==> src/rtl/sram_arbiter_if.sv <==
// Requester and SRAM-pin bundle for the external SRAM arbiter.
// The slave modport is the arbiter's view of the bundle; the master modport is the requester/pin side.
interface sram_arbiter_if #(
  parameter int unsigned ADDR_W = 19
) ();
  logic              vid_req;
  logic [ADDR_W-1:0] vid_addr;
  logic              vid_ack;
  logic [7:0]        vid_rdata;

  logic              cpu_req;
  logic              cpu_we;
  logic [ADDR_W-1:0] cpu_addr;
  logic [7:0]        cpu_wdata;
  logic              cpu_ack;
  logic [7:0]        cpu_rdata;

  logic              aux_req;
  logic              aux_we;
  logic [ADDR_W-1:0] aux_addr;
  logic [7:0]        aux_wdata;
  logic              aux_ack;
  logic [7:0]        aux_rdata;

  logic [ADDR_W-1:0] sram_addr;
  logic [7:0]        sram_wdata;
  logic [7:0]        sram_din;
  logic              sram_d_oe;
  logic              sram_we_n;
  logic              busy;

  modport slave (
    input  vid_req, vid_addr,
    output vid_ack, vid_rdata,
    input  cpu_req, cpu_we, cpu_addr, cpu_wdata,
    output cpu_ack, cpu_rdata,
    input  aux_req, aux_we, aux_addr, aux_wdata,
    output aux_ack, aux_rdata,
    output sram_addr, sram_wdata, sram_d_oe, sram_we_n, busy,
    input  sram_din
  );

  modport master (
    output vid_req, vid_addr,
    input  vid_ack, vid_rdata,
    output cpu_req, cpu_we, cpu_addr, cpu_wdata,
    input  cpu_ack, cpu_rdata,
    output aux_req, aux_we, aux_addr, aux_wdata,
    input  aux_ack, aux_rdata,
    input  sram_addr, sram_wdata, sram_d_oe, sram_we_n, busy,
    output sram_din
  );
endinterface

==> src/rtl/sram_arbiter.sv <==
// Three-way (video/CPU/aux) arbiter and strobe sequencer for the single external SRAM.
// Priority vid > cpu > aux, with aux promoted over CPU after AUX_STARVE consecutive CPU grants.
module sram_arbiter #(
  parameter int unsigned ADDR_W     = 19,
  parameter int unsigned ACC_CYCLES = 2,
  parameter int unsigned AUX_STARVE = 16
) (
  input  logic           clk,
  input  logic           rst,
  sram_arbiter_if.slave  bus
);
  localparam int unsigned CNT_W = $clog2(ACC_CYCLES + 1);
  localparam int unsigned STV_W = $clog2(AUX_STARVE + 1);

  localparam logic [1:0] S_IDLE   = 2'd0;
  localparam logic [1:0] S_SETUP  = 2'd1;
  localparam logic [1:0] S_ACCESS = 2'd2;
  localparam logic [1:0] S_END    = 2'd3;

  localparam logic [1:0] OWN_VID = 2'd0;
  localparam logic [1:0] OWN_CPU = 2'd1;
  localparam logic [1:0] OWN_AUX = 2'd2;

  localparam logic [CNT_W-1:0] CNT_LAST = CNT_W'(ACC_CYCLES - 1);
  localparam logic [STV_W-1:0] STV_MAX  = STV_W'(AUX_STARVE);

  logic [1:0]        state_q, state_d;
  logic [CNT_W-1:0]  cnt_q, cnt_d;
  logic [1:0]        owner_q, owner_d;
  logic              we_q, we_d;
  logic [ADDR_W-1:0] addr_q, addr_d;
  logic [7:0]        wdata_q, wdata_d;
  logic              oe_q, oe_d;
  logic              we_n_q, we_n_d;
  logic              vid_ack_q, vid_ack_d, cpu_ack_q, cpu_ack_d, aux_ack_q, aux_ack_d;
  logic [7:0]        vid_rdata_q, vid_rdata_d, cpu_rdata_q, cpu_rdata_d, aux_rdata_q, aux_rdata_d;
  logic [STV_W-1:0]  starve_q, starve_d;
  logic              busy_q, busy_d;

  // Arbitration, strobe sequencing and ack/read-data generation
  always_comb begin
    state_d     = state_q;
    cnt_d       = cnt_q;
    owner_d     = owner_q;
    we_d        = we_q;
    addr_d      = addr_q;
    wdata_d     = wdata_q;
    oe_d        = oe_q;
    we_n_d      = 1'b1;
    vid_ack_d   = 1'b0;
    cpu_ack_d   = 1'b0;
    aux_ack_d   = 1'b0;
    vid_rdata_d = vid_rdata_q;
    cpu_rdata_d = cpu_rdata_q;
    aux_rdata_d = aux_rdata_q;
    starve_d    = starve_q;

    case (state_q)
      S_IDLE: begin
        oe_d = 1'b0;
        if (!bus.aux_req) starve_d = '0;
        if (bus.vid_req) begin
          state_d = S_SETUP;
          owner_d = OWN_VID;
          we_d    = 1'b0;
          addr_d  = bus.vid_addr;
        end else if (bus.aux_req && (starve_q == STV_MAX || !bus.cpu_req)) begin
          state_d  = S_SETUP;
          owner_d  = OWN_AUX;
          we_d     = bus.aux_we;
          addr_d   = bus.aux_addr;
          wdata_d  = bus.aux_wdata;
          oe_d     = bus.aux_we;
          starve_d = '0;
        end else if (bus.cpu_req) begin
          state_d = S_SETUP;
          owner_d = OWN_CPU;
          we_d    = bus.cpu_we;
          addr_d  = bus.cpu_addr;
          wdata_d = bus.cpu_wdata;
          oe_d    = bus.cpu_we;
          // aux pending here implies starve_q < STV_MAX, so this saturates naturally
          if (bus.aux_req) starve_d = starve_q + STV_W'(1);
        end
      end
      S_SETUP: begin
        state_d = S_ACCESS;
        cnt_d   = '0;
        we_n_d  = !we_q;
      end
      S_ACCESS: begin
        if (cnt_q == CNT_LAST) begin
          state_d = S_END;
          case (owner_q)
            OWN_VID: begin
              vid_ack_d   = 1'b1;
              vid_rdata_d = bus.sram_din;
            end
            OWN_CPU: begin
              cpu_ack_d = 1'b1;
              if (!we_q) cpu_rdata_d = bus.sram_din;
            end
            OWN_AUX: begin
              aux_ack_d = 1'b1;
              if (!we_q) aux_rdata_d = bus.sram_din;
            end
            default: ;
          endcase
        end else begin
          cnt_d  = cnt_q + CNT_W'(1);
          we_n_d = !we_q;
        end
      end
      S_END: begin
        state_d = S_IDLE;
        oe_d    = 1'b0;
      end
      default: state_d = S_IDLE;
    endcase

    busy_d = (state_d != S_IDLE);
  end

  always_ff @(posedge clk) begin
    if (rst) begin
      state_q     <= S_IDLE;
      cnt_q       <= '0;
      owner_q     <= OWN_VID;
      we_q        <= 1'b0;
      addr_q      <= '0;
      wdata_q     <= '0;
      oe_q        <= 1'b0;
      we_n_q      <= 1'b1;
      vid_ack_q   <= 1'b0;
      cpu_ack_q   <= 1'b0;
      aux_ack_q   <= 1'b0;
      vid_rdata_q <= 8'hFF;
      cpu_rdata_q <= 8'hFF;
      aux_rdata_q <= 8'hFF;
      starve_q    <= '0;
      busy_q      <= 1'b0;
    end else begin
      state_q     <= state_d;
      cnt_q       <= cnt_d;
      owner_q     <= owner_d;
      we_q        <= we_d;
      addr_q      <= addr_d;
      wdata_q     <= wdata_d;
      oe_q        <= oe_d;
      we_n_q      <= we_n_d;
      vid_ack_q   <= vid_ack_d;
      cpu_ack_q   <= cpu_ack_d;
      aux_ack_q   <= aux_ack_d;
      vid_rdata_q <= vid_rdata_d;
      cpu_rdata_q <= cpu_rdata_d;
      aux_rdata_q <= aux_rdata_d;
      starve_q    <= starve_d;
      busy_q      <= busy_d;
    end
  end

  assign bus.sram_addr  = addr_q;
  assign bus.sram_wdata = wdata_q;
  assign bus.sram_d_oe  = oe_q;
  assign bus.sram_we_n  = we_n_q;
  assign bus.vid_ack    = vid_ack_q;
  assign bus.cpu_ack    = cpu_ack_q;
  assign bus.aux_ack    = aux_ack_q;
  assign bus.vid_rdata  = vid_rdata_q;
  assign bus.cpu_rdata  = cpu_rdata_q;
  assign bus.aux_rdata  = aux_rdata_q;
  assign bus.busy       = busy_q;
endmodule

==> src/flat_wrapper.sv <==
// flat-port wrapper written by rule: the top's interface ports become plain ports
module sram_arbiter_flat 
#(
  parameter int unsigned ADDR_W     = 19,
  parameter int unsigned ACC_CYCLES = 2,
  parameter int unsigned AUX_STARVE = 16
)
  (clk, rst, bus_vid_req, bus_vid_addr, bus_vid_ack, bus_vid_rdata, bus_cpu_req, bus_cpu_we, bus_cpu_addr, bus_cpu_wdata, bus_cpu_ack, bus_cpu_rdata, bus_aux_req, bus_aux_we, bus_aux_addr, bus_aux_wdata, bus_aux_ack, bus_aux_rdata, bus_sram_addr, bus_sram_wdata, bus_sram_d_oe, bus_sram_we_n, bus_busy, bus_sram_din);
  sram_arbiter_if #(.ADDR_W(ADDR_W)) bus_i ();
  input  logic clk;
  input  logic rst;
  input wire logic [$bits(bus_i.vid_req)-1:0] bus_vid_req;
  input wire logic [$bits(bus_i.vid_addr)-1:0] bus_vid_addr;
  output wire logic [$bits(bus_i.vid_ack)-1:0] bus_vid_ack;
  output wire logic [$bits(bus_i.vid_rdata)-1:0] bus_vid_rdata;
  input wire logic [$bits(bus_i.cpu_req)-1:0] bus_cpu_req;
  input wire logic [$bits(bus_i.cpu_we)-1:0] bus_cpu_we;
  input wire logic [$bits(bus_i.cpu_addr)-1:0] bus_cpu_addr;
  input wire logic [$bits(bus_i.cpu_wdata)-1:0] bus_cpu_wdata;
  output wire logic [$bits(bus_i.cpu_ack)-1:0] bus_cpu_ack;
  output wire logic [$bits(bus_i.cpu_rdata)-1:0] bus_cpu_rdata;
  input wire logic [$bits(bus_i.aux_req)-1:0] bus_aux_req;
  input wire logic [$bits(bus_i.aux_we)-1:0] bus_aux_we;
  input wire logic [$bits(bus_i.aux_addr)-1:0] bus_aux_addr;
  input wire logic [$bits(bus_i.aux_wdata)-1:0] bus_aux_wdata;
  output wire logic [$bits(bus_i.aux_ack)-1:0] bus_aux_ack;
  output wire logic [$bits(bus_i.aux_rdata)-1:0] bus_aux_rdata;
  output wire logic [$bits(bus_i.sram_addr)-1:0] bus_sram_addr;
  output wire logic [$bits(bus_i.sram_wdata)-1:0] bus_sram_wdata;
  output wire logic [$bits(bus_i.sram_d_oe)-1:0] bus_sram_d_oe;
  output wire logic [$bits(bus_i.sram_we_n)-1:0] bus_sram_we_n;
  output wire logic [$bits(bus_i.busy)-1:0] bus_busy;
  input wire logic [$bits(bus_i.sram_din)-1:0] bus_sram_din;
  assign bus_i.vid_req = bus_vid_req;
  assign bus_i.vid_addr = bus_vid_addr;
  assign bus_vid_ack = bus_i.vid_ack;
  assign bus_vid_rdata = bus_i.vid_rdata;
  assign bus_i.cpu_req = bus_cpu_req;
  assign bus_i.cpu_we = bus_cpu_we;
  assign bus_i.cpu_addr = bus_cpu_addr;
  assign bus_i.cpu_wdata = bus_cpu_wdata;
  assign bus_cpu_ack = bus_i.cpu_ack;
  assign bus_cpu_rdata = bus_i.cpu_rdata;
  assign bus_i.aux_req = bus_aux_req;
  assign bus_i.aux_we = bus_aux_we;
  assign bus_i.aux_addr = bus_aux_addr;
  assign bus_i.aux_wdata = bus_aux_wdata;
  assign bus_aux_ack = bus_i.aux_ack;
  assign bus_aux_rdata = bus_i.aux_rdata;
  assign bus_sram_addr = bus_i.sram_addr;
  assign bus_sram_wdata = bus_i.sram_wdata;
  assign bus_sram_d_oe = bus_i.sram_d_oe;
  assign bus_sram_we_n = bus_i.sram_we_n;
  assign bus_busy = bus_i.busy;
  assign bus_i.sram_din = bus_sram_din;
  sram_arbiter #(.ADDR_W(ADDR_W), .ACC_CYCLES(ACC_CYCLES), .AUX_STARVE(AUX_STARVE)) u_core (.clk(clk), .rst(rst), .bus(bus_i));
endmodule
==> config.mk <==
export PLATFORM = sky130hd
export DESIGN_NAME = sram_arbiter_flat
export DESIGN_NICKNAME = d
export VERILOG_FILES = /design/src/rtl/sram_arbiter_if.sv /design/src/rtl/sram_arbiter.sv /design/src/flat_wrapper.sv
export SDC_FILE = /design/constraint.sdc
export NUM_CORES = 1
export LEC_CHECK = 0
export BUFFER_PORTS_ARGS = -buffer_cell sky130_fd_sc_hd__buf_2
export CORE_MARGIN = 3
export CORE_UTILIZATION = 47
export CTS_CLUSTER_SIZE = 24
export DETAILED_ROUTE_END_ITERATION = 10
export PLACE_DENSITY_LB_ADDON = 0.12
export RECOVER_POWER = 50
export SYNTH_ARGS = -nofsm -noshare
export SYNTH_HDL_FRONTEND = slang
export SYNTH_SLANG_ARGS = --single-unit
==> constraint.sdc <==
create_clock -name clk -period 2.3 [get_ports clk]
set_input_delay 0.69 -clock clk [delete_from_list [all_inputs] [get_ports clk]]
set_output_delay 0.69 -clock clk [all_outputs]
set_load 0.03 [all_outputs]
# [Word level (Yosys, flattened, before mapping)]
# Index checks and enable logic that the tools add are counted.
# Widths: inputs -> output; s select.
[op_classes] addsub=2 reduce_logical=18 mux=32 n_bitwise=4 eq_ne=8
[ops] operator="$mux 19" n=3
[ops] operator="$mux 5" n=5
[ops] operator="$mux 2" n=8
[ops] operator="$mux 8" n=2
[ops] operator="$mux 1" n=10
[ops] operator="$pmux 2 s4" n=1
[ops] operator="$reduce_and 4->1" n=2
[ops] operator="$reduce_bool 2->1" n=4
[ops] operator="$eq 2x1->1 const B" n=3
[ops] operator="$eq 2x2->1 const B" n=3
[ops] operator="$reduce_and 3->1" n=2
[ops] operator="$add 5x1->5 const B" n=1
[ops] operator="$eq 5x5->1 const B" n=1
[ops] operator="$logic_not 2->1" n=2
[ops] operator="$not 1->1" n=4
[ops] operator="$pmux 1 s2" n=2
[ops] operator="$pmux 2 s2" n=1
[ops] operator="$reduce_and 2->1" n=2
[ops] operator="$reduce_bool 3->1" n=1
[ops] operator="$reduce_or 3->1" n=1
[ops] operator="$add 2x1->2 const B" n=1
[ops] operator="$logic_not 1->1" n=2
[ops] operator="$ne 2x2->1 const B" n=1
[ops] operator="$logic_and 1x1->1" n=1
[ops] operator="$logic_or 1x1->1" n=1
[totals] register_bits=69 word_cells=80

# [Depth between registers and ports, before layout]
[depth] depth_word=7 ltp_mapped=8 depth_no_buf=6

# [Worst setup path before layout]
# No wires, ideal clock.
[synth_timing] path_kind="input port to flip-flop" start="in bus_vid_req" end="reg u_core.wdata_q[7] (netlist: u_core.bus.sram_wdata[7])" required_ns=2.178 stages=7 n_path_buf=3 setup_slack_ns=0.401 arrival_ns=1.777 path_cell_list="buf_2 -> nor2b_1 -> o21a_1 -> buf_2 -> buf_2 -> nor3b_1 -> a221o_1"
[synth_between] elab_chain_cells=2
[synth_rtl] item="from (decl)" line="flat_wrapper.sv:12" rtl="input wire logic [$bits(bus_i.vid_req)-1:0] bus_vid_req;"
[synth_rtl] item="$not 1->1 (no line)"
[synth_rtl] item="$reduce_and 3->1 (no line)"
[synth_rtl] item="to (signal assigned)" line="sram_arbiter.sv:148" rtl="wdata_q <= wdata_d;"
[synth_rtl] item="to (decl)" line="sram_arbiter.sv:32" rtl="logic [7:0] wdata_q, wdata_d;"
# Every way passes these cells.
# A chain may end at the register's enable or synchronous reset.

# [Final worst setup path]
[layout_timing] start="reg u_core.state_q[0]" end="reg u_core.wdata_q[6] (netlist: u_core.bus.sram_wdata[6])"
[layout_between] elab_chain_cells=2
[layout_rtl] item="from (decl)" line="sram_arbiter.sv:27" rtl="logic [1:0] state_q, state_d;"
[layout_rtl] item="from (signal assigned)" line="sram_arbiter.sv:143" rtl="state_q <= state_d;"
[layout_rtl] item="$logic_not 2->1" line="sram_arbiter.sv:58" rtl="case (state_q)"
[layout_rtl] item="$reduce_and 3->1 (no line)"
# Every way passes these cells.

==> results_dict.tcl <==
set metrics [dict create \
    status "complete, no violations" \
    top_usage_layer "met2" \
    cts_buffers 9 \
    cts_hold_buf 0 \
    layout.cells.most_common "buf_2" \
    instances_no_fill 543 \
    synth.mux.area_fraction_pct 6.33 \
    fin_util_pct 64.8 \
    syn_area_per_cell_um2 9.92 \
    cts_root_buf "clkbuf_8" \
    grt_max_degree 67 \
    remaining_drc_errors 0 \
    grt_pass1_vias 2896 \
    synth_edf_count 0 \
    cp_slowest_cell "or3b_4" \
    use_met2_pct 37.9 \
    wl_per_cell_um 15.7 \
    synthAdderAreaFrac_pct 2.75 \
    layout.nets 556 \
    synth_cell_types 46 \
    syn_area_um2 3180 \
    cts.path.max_buffers 2 \
    io_pins 145 \
    worstMarginPinSlew_ns 0.542 \
    setup_violations 0 \
    dieArea_um2 7800 \
    start_util_pct 49.3 \
    yosys.area_share.simple_pct 19.1 \
    die_x_um 88.3 \
    clkTransAtPathRegs_ns 0.07 \
    postCtsSetupBuffers 0 \
    dp_hpwl_um 6260 \
    setup_tns_ns 0 \
    fin_ws_ns 0.365 \
    synth_top_family_by_area "compound AO/OA/AOI/OAI gates" \
    clock_sinks 69 \
    hold_violations 0 \
    clk_latency_ns 0.34 \
    cp-end-kind "flop" \
    post-place-cells 527 \
    layout_common_cells "buf_2 (88), dfxtp_1 (69), clkbuf_1 (56), nor2b_1 (26), a211o_1 (24)" \
    syn_inst 321 \
    cp_slowest_stage_delay_ns 0.46 \
    min_period_ns 1.94 \
    arrival_ns 2.22 \
    synthesis.nets 416 \
    maxSlewHeadroom_pct 63.7 \
    grt_pass1_wl_um 13600 \
    fmax_mhz 517 \
    period_share_pct 84.1 \
    ant_nets 0 \
    powerDensity_nw_per_um2 791 \
    power_w 0.00331 \
    power.leakage_nw 1.70 \
    crit_chain "inv_1 > ha_1 > or3b_4 > nor2_1 > a221o_1" \
    n_antenna_cell 0 \
    antenna_found_initial 0 \
    yosysSeqAreaShare_pct 43.4 \
    io_buffer_count 144 \
    slew_violations 0 \
    use_met3_pct 9.59 \
    wl_um 8540 \
    hold_class "flop to flop" \
    grt_util_all_layers_pct 22.6 \
    reg2regPathDepth 5 \
    gr-usage-met1_pct 27.1 \
    drtPass1Iterations 4 \
    max-vdd-ir-drop_mv 0.458 \
    htree_levels 3 \
    crit_required_ns 2.58 \
    cts_resized 0 \
    layout-drive-gt1-share_pct 26.6 \
    synth_xor_area_share_pct 0 \
    worst-setup-path-type "flop to flop" \
    synth_compound_area_share_pct 22.8 \
    num_rows 29 \
    drt_iter0_markers 110 \
    vias 2934 \
    ys_seq_elements 69 \
    cts_tree "built" \
    rsz0062_at_grt "false" \
    ys.flop_type "dfxtp_1" \
    critPathLaunchType "flop" \
    maxCapViolations 0 \
    grt-ovfl-total 0 \
    async_flop_share_pct 0 \
    min_delay_path_depth 2 \
    num-fill-cells 572 \
    area_growth_pct 31.4 \
    avgViaCountPerCell 5.40 \
    path_max_fanout 8 \
    gp_congestion 0.776 \
    dieHeight_um 88.3 \
    dp_slack_ns 0.244 \
    yosysWarnings 0 \
    fin_worst_skew_ns 0.00421 \
    core_um2 6460 \
]
critical path: cells and delay by family (launching register included):
family | cells | cell delay (ns)
and+or+nand+nor | 2 | 0.91
DFF | 1 | 0.35
adders and majority gates | 1 | 0.27
AOI/OAI and AO/OA | 1 | 0.24
buffers and inverters | 1 | 0.11
through the flow:
| step | hold slack [ns] | cell area, µm² |
|---|---|---|
| final | 0.474 | 4180 |
| after global routing | 0.515 | 4180 |
| after CTS | 0.477 | 4250 |
| after floorplan | 0.454 | 3180 |
| after detailed placement | 0.467 | 3960 |
| after global placement | 0.459 | 3960 |
cells by family (layout without fill, tap and decap cells):
| kind of cell | Yosys count | after routing |
|---|---|---|
| compound gates | 96 | 96 |
| mux | 20 | 20 |
| buf+inv | 35 | 180 |
| fa+ha+maj | 7 | 7 |
| flops | 69 | 69 |
| simple gates | 94 | 94 |
power breakdown:
part	internal, W	switching [W]	leakage [nW]
clock	0.000969	0.000455	0.143
sequential	0.00127	0.0000397	0.564
combinational	0.000209	0.000371	0.992
total	0.00245	0.000866	1.70
final timing paths:
| kind | start | to | slack, ns |
|---|---|---|---|
| min | u_core.bus.sram_d_oe | u_core.bus.sram_d_oe | 0.47 |
| min reg2reg | u_core.bus.sram_d_oe | u_core.bus.sram_d_oe | 0.47 |
| max | u_core.state_q[0] | u_core.bus.sram_wdata[6] | 0.36 |
| max reg2reg | u_core.state_q[0] | u_core.bus.sram_wdata[6] | 0.36 |
final cells by class:
type | count | area (µm²) | area share, %
flip-flops and latches | 69 | 1380 | 33.0
repair buffers | 154 | 751 | 17.9
multi-input cells | 217 | 1620 | 38.8
clock inverters | 6 | 158 | 3.77
well taps | 77 | 96.3 | 2.30
clock buffers | 10 | 138 | 3.29
inverters | 10 | 37.5 | 0.897
registers in the layout, summed over array words and instances, names as in the netlist:
signal / flops
u_core.we_q: 1
u_core.bus.sram_we_n: 1
u_core.bus.sram_wdata: 8
u_core.bus.vid_rdata: 8
u_core.bus.aux_rdata: 8
u_core.starve_q: 5
u_core.bus.vid_ack: 1
u_core.cnt_q: 2
u_core.owner_q: 2
u_core.bus.sram_addr: 19
u_core.bus.cpu_rdata: 8
u_core.state_q: 2
u_core.bus.cpu_ack: 1
u_core.bus.busy: 1
u_core.bus.aux_ack: 1
u_core.bus.sram_d_oe: 1
cell usage after synthesis, types with 3 or more instances:
| cell | count | area share, % |
|---|---|---|
| a21oi_1 | 8 | 1.3 |
| nor3b_1 | 8 | 1.9 |
| ha_1 | 7 | 2.8 |
| nand2_1 | 9 | 1.1 |
| a211o_1 | 24 | 6.6 |
| a211oi_1 | 18 | 4.2 |
| buf_2 | 7 | 1.1 |
| mux2i_1 | 19 | 6.0 |
| nor2b_1 | 26 | 5.1 |
| nand3b_1 | 21 | 5.0 |
| dfxtp_1 | 69 | 43 |
| a221o_1 | 8 | 2.5 |
| o21ai_0 | 22 | 3.5 |
| buf_4 | 3 | 0.71 |
| inv_1 | 10 | 1.2 |
| clkbuf_1 | 11 | 1.3 |
| nand2b_1 | 3 | 0.59 |
| nor2_1 | 11 | 1.3 |
| o21a_1 | 4 | 0.94 |
routing by layer:
layer	part of all wire [%]	vias to the layer above	wire length (µm)
met5	0	-	0
li1	-	1462	-
met2	50	88	4260
met3	7.3	7	624
met1	42	1377	3570
met4	0.93	0	79
Power figures use the tool's default switching activity.
